<file path="config.mk">
export PLATFORM = sky130hd
export DESIGN_NAME = reg_file_sb
export DESIGN_NICKNAME = d
export VERILOG_FILES = /design/src/rtl/reg_file_sb.sv
export SDC_FILE = /design/constraint.sdc
export NUM_CORES = 2
export LEC_CHECK = 0
export ABC_CLOCK_PERIOD_IN_PS = 32600
export BUFFER_PORTS_ARGS = -buffer_cell sky130_fd_sc_hd__clkbuf_2
export CAP_MARGIN = 20
export CORE_MARGIN = 2
export CORE_UTILIZATION = 40
export CTS_BUF_LIST = sky130_fd_sc_hd__clkbuf_8 sky130_fd_sc_hd__clkbuf_16
export CTS_CLUSTER_SIZE = 14
export DETAILED_ROUTE_END_ITERATION = 8
export PLACE_DENSITY_LB_ADDON = 0.12
export SLEW_MARGIN = 0
export SYNTH_ARGS = -nofsm -noshare
export SYNTH_HDL_FRONTEND = slang
export SYNTH_SLANG_ARGS = --single-unit
</file>
<file path="constraint.sdc">
create_clock -name clk -period 32.6 [get_ports clk]
set_input_delay 1.63 -clock clk [delete_from_list [all_inputs] [get_ports clk]]
set_output_delay 1.63 -clock clk [all_outputs]
set_load 0.005 [all_outputs]
</file>
<file path="src/rtl/reg_file_sb.sv">
// Register file with per-register busy scoreboard and NUM_RD combinational read ports.
// Optional write-to-read forwarding is enabled by defining REG_FILE_SB_BYPASS_EN.

module reg_file_sb_rd_port #(
  parameter int DATA_W = 32,
  parameter int ADDR_W = 5
) (
  input  logic [ADDR_W-1:0]                    raddr,
  input  logic [(2**ADDR_W)-1:0][DATA_W-1:0]   regs,
  input  logic [(2**ADDR_W)-1:0]               busy,
  input  logic                                 fwd_vld,
  input  logic [ADDR_W-1:0]                    fwd_addr,
  input  logic [DATA_W-1:0]                    fwd_data,
  output logic [DATA_W-1:0]                    rdata,
  output logic                                 rbusy
);
  logic hit;

  // A forwarded write is about to land, so the register is no longer pending.
  assign hit   = fwd_vld && (fwd_addr == raddr);
  assign rdata = hit ? fwd_data : regs[raddr];
  assign rbusy = hit ? 1'b0 : busy[raddr];
endmodule

module reg_file_sb #(
  parameter int DATA_W = 32,
  parameter int ADDR_W = 5,
  parameter int NUM_RD = 2
) (
  input  logic                       clk,
  input  logic                       reset,
  input  logic                       we,
  input  logic [ADDR_W-1:0]          waddr,
  input  logic [DATA_W-1:0]          wdata,
  input  logic [NUM_RD*ADDR_W-1:0]   raddr,
  output logic [NUM_RD*DATA_W-1:0]   rdata,
  output logic [NUM_RD-1:0]          rbusy,
  input  logic                       iss_valid,
  input  logic [ADDR_W-1:0]          iss_rd,
  output logic [ADDR_W:0]            busy_cnt
);
  localparam int DEPTH = 2**ADDR_W;

  logic [DEPTH-1:0][DATA_W-1:0] regs_q, regs_d;
  logic [DEPTH-1:0]             busy_q, busy_d;
  logic [ADDR_W:0]              busy_cnt_q, busy_cnt_d;
  logic                         wr_hit, iss_hit, cnt_inc, cnt_dec, fwd_vld;

  assign wr_hit  = we && (waddr != '0);
  assign iss_hit = iss_valid && (iss_rd != '0);

  // Clear before set so a same-cycle new producer keeps the register pending.
  always_comb begin
    regs_d = regs_q;
    busy_d = busy_q;
    if (wr_hit) begin
      regs_d[waddr] = wdata;
      busy_d[waddr] = 1'b0;
    end
    if (iss_hit) busy_d[iss_rd] = 1'b1;
    regs_d[0] = '0;
    busy_d[0] = 1'b0;
  end

  // inc needs a clean target and dec a busy one, so they never hit the same register.
  always_comb begin
    cnt_inc    = iss_hit && !busy_q[iss_rd];
    cnt_dec    = wr_hit && busy_q[waddr] && !(iss_hit && (iss_rd == waddr));
    busy_cnt_d = busy_cnt_q;
    if (cnt_inc && !cnt_dec)      busy_cnt_d = busy_cnt_q + (ADDR_W+1)'(1);
    else if (cnt_dec && !cnt_inc) busy_cnt_d = busy_cnt_q - (ADDR_W+1)'(1);
  end

  always_ff @(posedge clk or posedge reset) begin
    if (reset) begin
      regs_q     <= '0;
      busy_q     <= '0;
      busy_cnt_q <= '0;
    end else begin
      regs_q     <= regs_d;
      busy_q     <= busy_d;
      busy_cnt_q <= busy_cnt_d;
    end
  end

`ifdef REG_FILE_SB_BYPASS_EN
  assign fwd_vld = wr_hit && !reset;
`else
  assign fwd_vld = 1'b0;
`endif

  for (genvar i = 0; i < NUM_RD; i++) begin : g_rd
    reg_file_sb_rd_port #(.DATA_W(DATA_W), .ADDR_W(ADDR_W)) u_rd (
      .raddr    (raddr[i*ADDR_W +: ADDR_W]),
      .regs     (regs_q),
      .busy     (busy_q),
      .fwd_vld  (fwd_vld),
      .fwd_addr (waddr),
      .fwd_data (wdata),
      .rdata    (rdata[i*DATA_W +: DATA_W]),
      .rbusy    (rbusy[i])
    );
  end

  assign busy_cnt = busy_cnt_q;
endmodule
</file>
# [After elaboration in Yosys (flattened, before gate mapping)]
# Index checks and enable logic that the tools add are counted.
[classes] magnitude_cmp=6 n_eq_ne=1 muxes=23 bitwise=3 add_sub_neg=2 reduce_logical=17
[op_table] operator="bitwise mux 1024 bit" n=1
[op_table] operator="binary-select mux 32 bit (select 5 bit)" n=2
[op_table] operator="demux 32 bit (select 5 bit)" n=1
[op_table] operator="2-to-1 mux 32 bit" n=5
[op_table] operator="AND 32 bit" n=1
[op_table] operator="NOT 32 bit" n=1
[op_table] operator="OR 32 bit" n=1
[op_table] operator="< comparator 5 x 6 -> 1 bit, second input constant" n=4
[op_table] operator="binary-select mux 1 bit (select 5 bit)" n=4
[op_table] operator="2-to-1 mux 6 bit" n=2
[op_table] operator="demux 1 bit (select 5 bit)" n=2
[op_table] operator="greater-or-equal comparator 5 x 1 -> 1 bit, second input constant" n=2
[op_table] operator="logical AND 1 bit" n=10
[op_table] operator="nonzero test 5 bit" n=2
[op_table] operator="adder 6 x 1 -> 6 bit, second input constant" n=1
[op_table] operator="2-to-1 mux 1 bit" n=6
[op_table] operator="subtractor 6 x 1 -> 6 bit, second input constant" n=1
[op_table] operator="equality test 5 bit" n=1
[op_table] operator="zero test 1 bit" n=4
[op_table] operator="nonzero test 2 bit" n=1
[totals] reg_bits=1029 out_inout_bits=72

# [Longest topological paths before layout]
[logic_depth] ltp_word=9 mapped_depth=13 depth_no_buf=11

# [By module]
# Synthesis repeated with hierarchy kept, for this count alone.
[unflattened] hier_cells=4686 area_unflattened_um2=57988.1
[by_module_without_submodules] module="reg_file_sb" cells_each=2446 n_inst=1 area_per_inst_um2=39440.3
[by_module_without_submodules] module="reg_file_sb_rd_port" cells_each=1120 n_inst=2 area_per_inst_um2=9273.9

# [Worst setup path after synthesis]
# No wires, ideal clock.
[synth_path] path_kind="input to output" start="input raddr[0]" end="output rbusy[0]" setup_slack_ps=27648 n_path_buf=4 arrival_ps=3322 path_stages=8 path_cell_list="clkbuf_1 > buf_2 > buf_2 > mux4_2 > mux2i_1 > nor2_1 > a211o_1 > buf_4"
[synth_between] elab_chain_cells=2
[synth_rtl] item="start: declaration" line="35" text="input logic [NUM_RD*ADDR_W-1:0] raddr,"
[synth_rtl] item="binary-select mux 1 bit (select 5 bit)" line="22" text="assign rbusy = hit ? 1'b0 : busy[raddr];"
[synth_rtl] item="2-to-1 mux 1 bit (implied by the code)" line="22"
[synth_rtl] item="end: declaration" line="37" text="output logic [NUM_RD-1:0] rbusy,"
# Every way passes these cells. The select of a mux whose other input is x is not followed.

# [Worst setup path in the final report]
[layout_path] start="input raddr[5]" end="output rdata[34]"
[layout_between] elab_chain_cells=2
[layout_rtl] item="binary-select mux 32 bit (select 5 bit)" line="21" text="assign rdata = hit ? fwd_data : regs[raddr];"
[layout_rtl] item="2-to-1 mux 32 bit (implied by the code)" line="21"
[layout_rtl] item="end: declaration" line="36" text="output logic [NUM_RD*DATA_W-1:0] rdata,"
# Every way passes these cells. The select of a mux whose other input is x is not followed.

==> summary.md <==
| Metric | Value |
|---|---|
| Power Density | around 63 nW/µm² |
| WL per Instance | approximately 33 µm |
| Setup TNS | 0 ps |
| FF/Latch Area | about 26000 µm² |
| R2R Path Start | busy_q[17]$_DFF_PP0_ |
| Slowest CP cell | buf_12 |
| DR vias | 35501 |
| Synth-to-layout area growth | 10.9% |
| DR pass1 iterations | 5 |
| Post-Layout Cell Count | ~5700 |
| Std-Cell Rows | approximately 140 |
| Mapped Area | between 50000 and 60000 µm² |
| Worst-path clk slew | approximately 60 ps |
| Die Area | 143000 µm² |
| Final Instance Area | approximately 62000 µm² |
| Critical Path End Type | output pin |
| Endpoint of the worst hold path | busy_cnt[5]$_DFFE_PP0P_ |
| Later-pin clock latency in the skew report | approximately 730 ps |
| Reg2reg setup slack | 29010 ps |
| Max FO, Critical Path | 114 |
| Clock skew | 6.14 ps |
| First-pass GRT wire length | 272000 µm |
| Post-DRT Antenna Nets | 0 |
| Crit path largest cell delay | 770 ps |
| Fin util | ~45% |
| Area occupied by multi-input gates | approximately 28000 µm² |
| VDD IR-drop max | approximately 0.000044 V |
| Leak | approximately 27 nW |
| DRT iter0 DRCs | approximately 2600 |
| Endpoints failing hold | 0 |
| Clock buffer depth | 3 |
| Largest net degree at the start of global routing | 154 |
| Worst EP required | between 30000 and 40000 ps |
| Syn avg cell area | 14.7 µm² |
| Cell total after placement | between 5000 and 6000 |
| CP bufs+invs | 4 |
| Reg2reg path depth | 11 |
| Critical path, cell by cell | buf_8 > buf_4 > buf_12 > mux4_2 > mux2i_1 > and2_1 > o31ai_1 > clkbuf_2 |
| Hold buffers post-CTS | 0 |
| Grt ovf | 0 |
| Total Routed Length | about 190000 µm |
| Synth area leaders | dfrtp_1 46%, mux2_2 21%, mux4_2 18% |
| Fin crit share | a little over a fifth |
| Cell Area, Placed | between 50000 and 60000 µm² |
| Synth cell count leaders | 1050 x mux2_2, 1029 x dfrtp_1, 443 x mux4_2 |
| Post-layout nets | 3778 |
| Worst endpoint data arrival time | around 5400 ps |
| Startpoint Class | primary input |
| FFs w/ async S/R, synth | 100% |
| Initial core utilization | around 40% |
| Core box area | between 100000 and 150000 µm² |
| Chip height | between 300 and 400 µm |
| Count leader, synth | mux2_2 |
| Slew Limit Fails | 0 |
| Worst slew pin tran | around 1200 ps |
| Min Tclk post-route | roughly 7000 ps |
| Worst hold path startpoint | busy_cnt[5]$_DFFE_PP0P_ |
| Status | completed |
| Dpl ws | approximately 25000 ps |
| RSZ-0062 raised after global routing | false |
| Initial antenna violation count | 12 |
| Netlist cell types | 54 |
| GRT Total Usage | 26.5% |
| I/O pin cnt | ~130 |
| Resized Gates After CTS | 0 |
| Share of layout cells above drive strength 1 | 50.8% |
| Root Buffer | clkbuf_16 |
| Largest area contributor in the netlist | dfrtp_1 |
| Area share of the largest cell type after synthesis | 46.1% |
| Die W | ~380 µm |
| TritonCTS clock tree | done |
| Mapped Nets | between 3000 and 4000 |
| CP delay by family, top | buffers and inverters |
| Number of global-route vias before repair | ~37000 |
| Critical path type | in2out |
| Number of flops mapped to enable cells by yosys | 0 |
| Power Total | between 3 and 4 mW |
| Port buffer count | 127 |
| YS warnings | 0 |
| Sequential element share of the synthesized area | between 40% and 50% |
| Crit path setup slack, layout | 25580 ps |
| WHS | between 400 and 500 ps |
| Setup Fix Bufs, Post-CTS | 0 |
| MaxCap Viol Count | 0 |
| R2r endpoint | busy_cnt[5]$_DFFE_PP0P_ |
| H-tree Lvls | 3 |
| Hold WC Path Type | reg2reg |
| Routability cong. | around 0.78 |
| Top FF cell, synth | dfrtp_1 |
| Seq cells post-synth | ~1000 |
| HPWL after DPL | about 100000 µm |
| Setup violations, final | 0 |
| Filler cells | approximately 13000 |
| Vias per std cell | about 6.2 |
| Mapped Cells | around 3800 |
| Worst slew margin | 21.2% |
| DR DRC count | 0 |
| Total CTS buffers | 115 |
| Clock Sink Count | between 1000 and 1500 |
| Fmax | approximately 140 MHz |
| Hold Path Depth | 1 |
==> report_power, final <==
part           internal, mW  switching [mW]
Combinational         0.492           0.344
Clock                 0.784           0.560
Sequential             1.53           0.181
Total                  2.81            1.09
==> worst register-to-register path, stage by stage (launching register included) <==
cell and delay (ps):
dfrtp_1 440, mux2i_1 100, mux4_2 480, mux4_2 450, or3_1 340, ha_1 280, inv_1 190, ha_1 300
and4b_1 200, a311oi_1 260, o311ai_0 230, xor2_1 190
==> worst max path at each step <==
stage,startpoint,end,slack (ps),cells after the start
CTS,raddr[5],rdata[61],25370,8
finish,raddr[5],rdata[34],25580,8
detailed placement,raddr[5],rdata[61],25370,8
floorplan,reset,busy_cnt[0]$_DFFE_PP0P_,2010,1
global route,raddr[5],rdata[34],25320,8
global placement,raddr[5],rdata[61],25350,8
==> placed cells by master (no fill, tap or decap), drive strengths merged, types with 4 or more instances in the layout <==
cell type,instances
buf,87
and2,34
inv,31
nor2,59
clkinv,24
o21ai,105
a211o,34
xor2,7
o31ai,33
nor3,7
a22oi,33
mux4,445
diode,5
a22o,106
nor2b,6
nand2b,9
a211oi,34
clkbuf,277
bufinv,5
mux2,1058
nand4,6
nand2,63
mux2i,209
dfrtp,1029
o22ai,67
nand3b,4
ha,5
==> final cells by class <==
type | instances | area share, %
antenna | 5 | 0.0202
clock buffer | 159 | 5.66
clock inverter | 55 | 0.695
inverter | 8 | 0.0606
multi-input combinational | 2357 | 46.0
sequential | 1029 | 41.6
tap | 1876 | 3.79
timing repair buffer | 205 | 2.20
==> layer usage <==
| layer | part of all wire [%] | vias up | global-route usage (%) | wire, µm |
|---|---|---|---|---|
| li1 | - | 14592 | - | - |
| met1 | 45 | 19591 | 37.3 | 83200 |
| met2 | 47 | 1014 | 42.4 | 88200 |
| met3 | 5.3 | 300 | 4.38 | 9940 |
| met4 | 2.9 | 4 | 7.34 | 5440 |
| met5 | 0.013 | - | 0 | 24 |
==> sequential cells by signal, summed over array words and instances, names as in the netlist <==
register,cells
busy_q,31
regs_q,992
busy_cnt,6
==> cell families after synthesis <==
group           share of synthesized area (%)
compound gates                           5.38
flops                                    46.1
fa+ha+maj                               0.148
simple gates                             1.85
buf+inv                                  3.35
xor+xnor                                0.141
mux                                      43.0
Note: power is estimated with default switching activity, not from simulation.
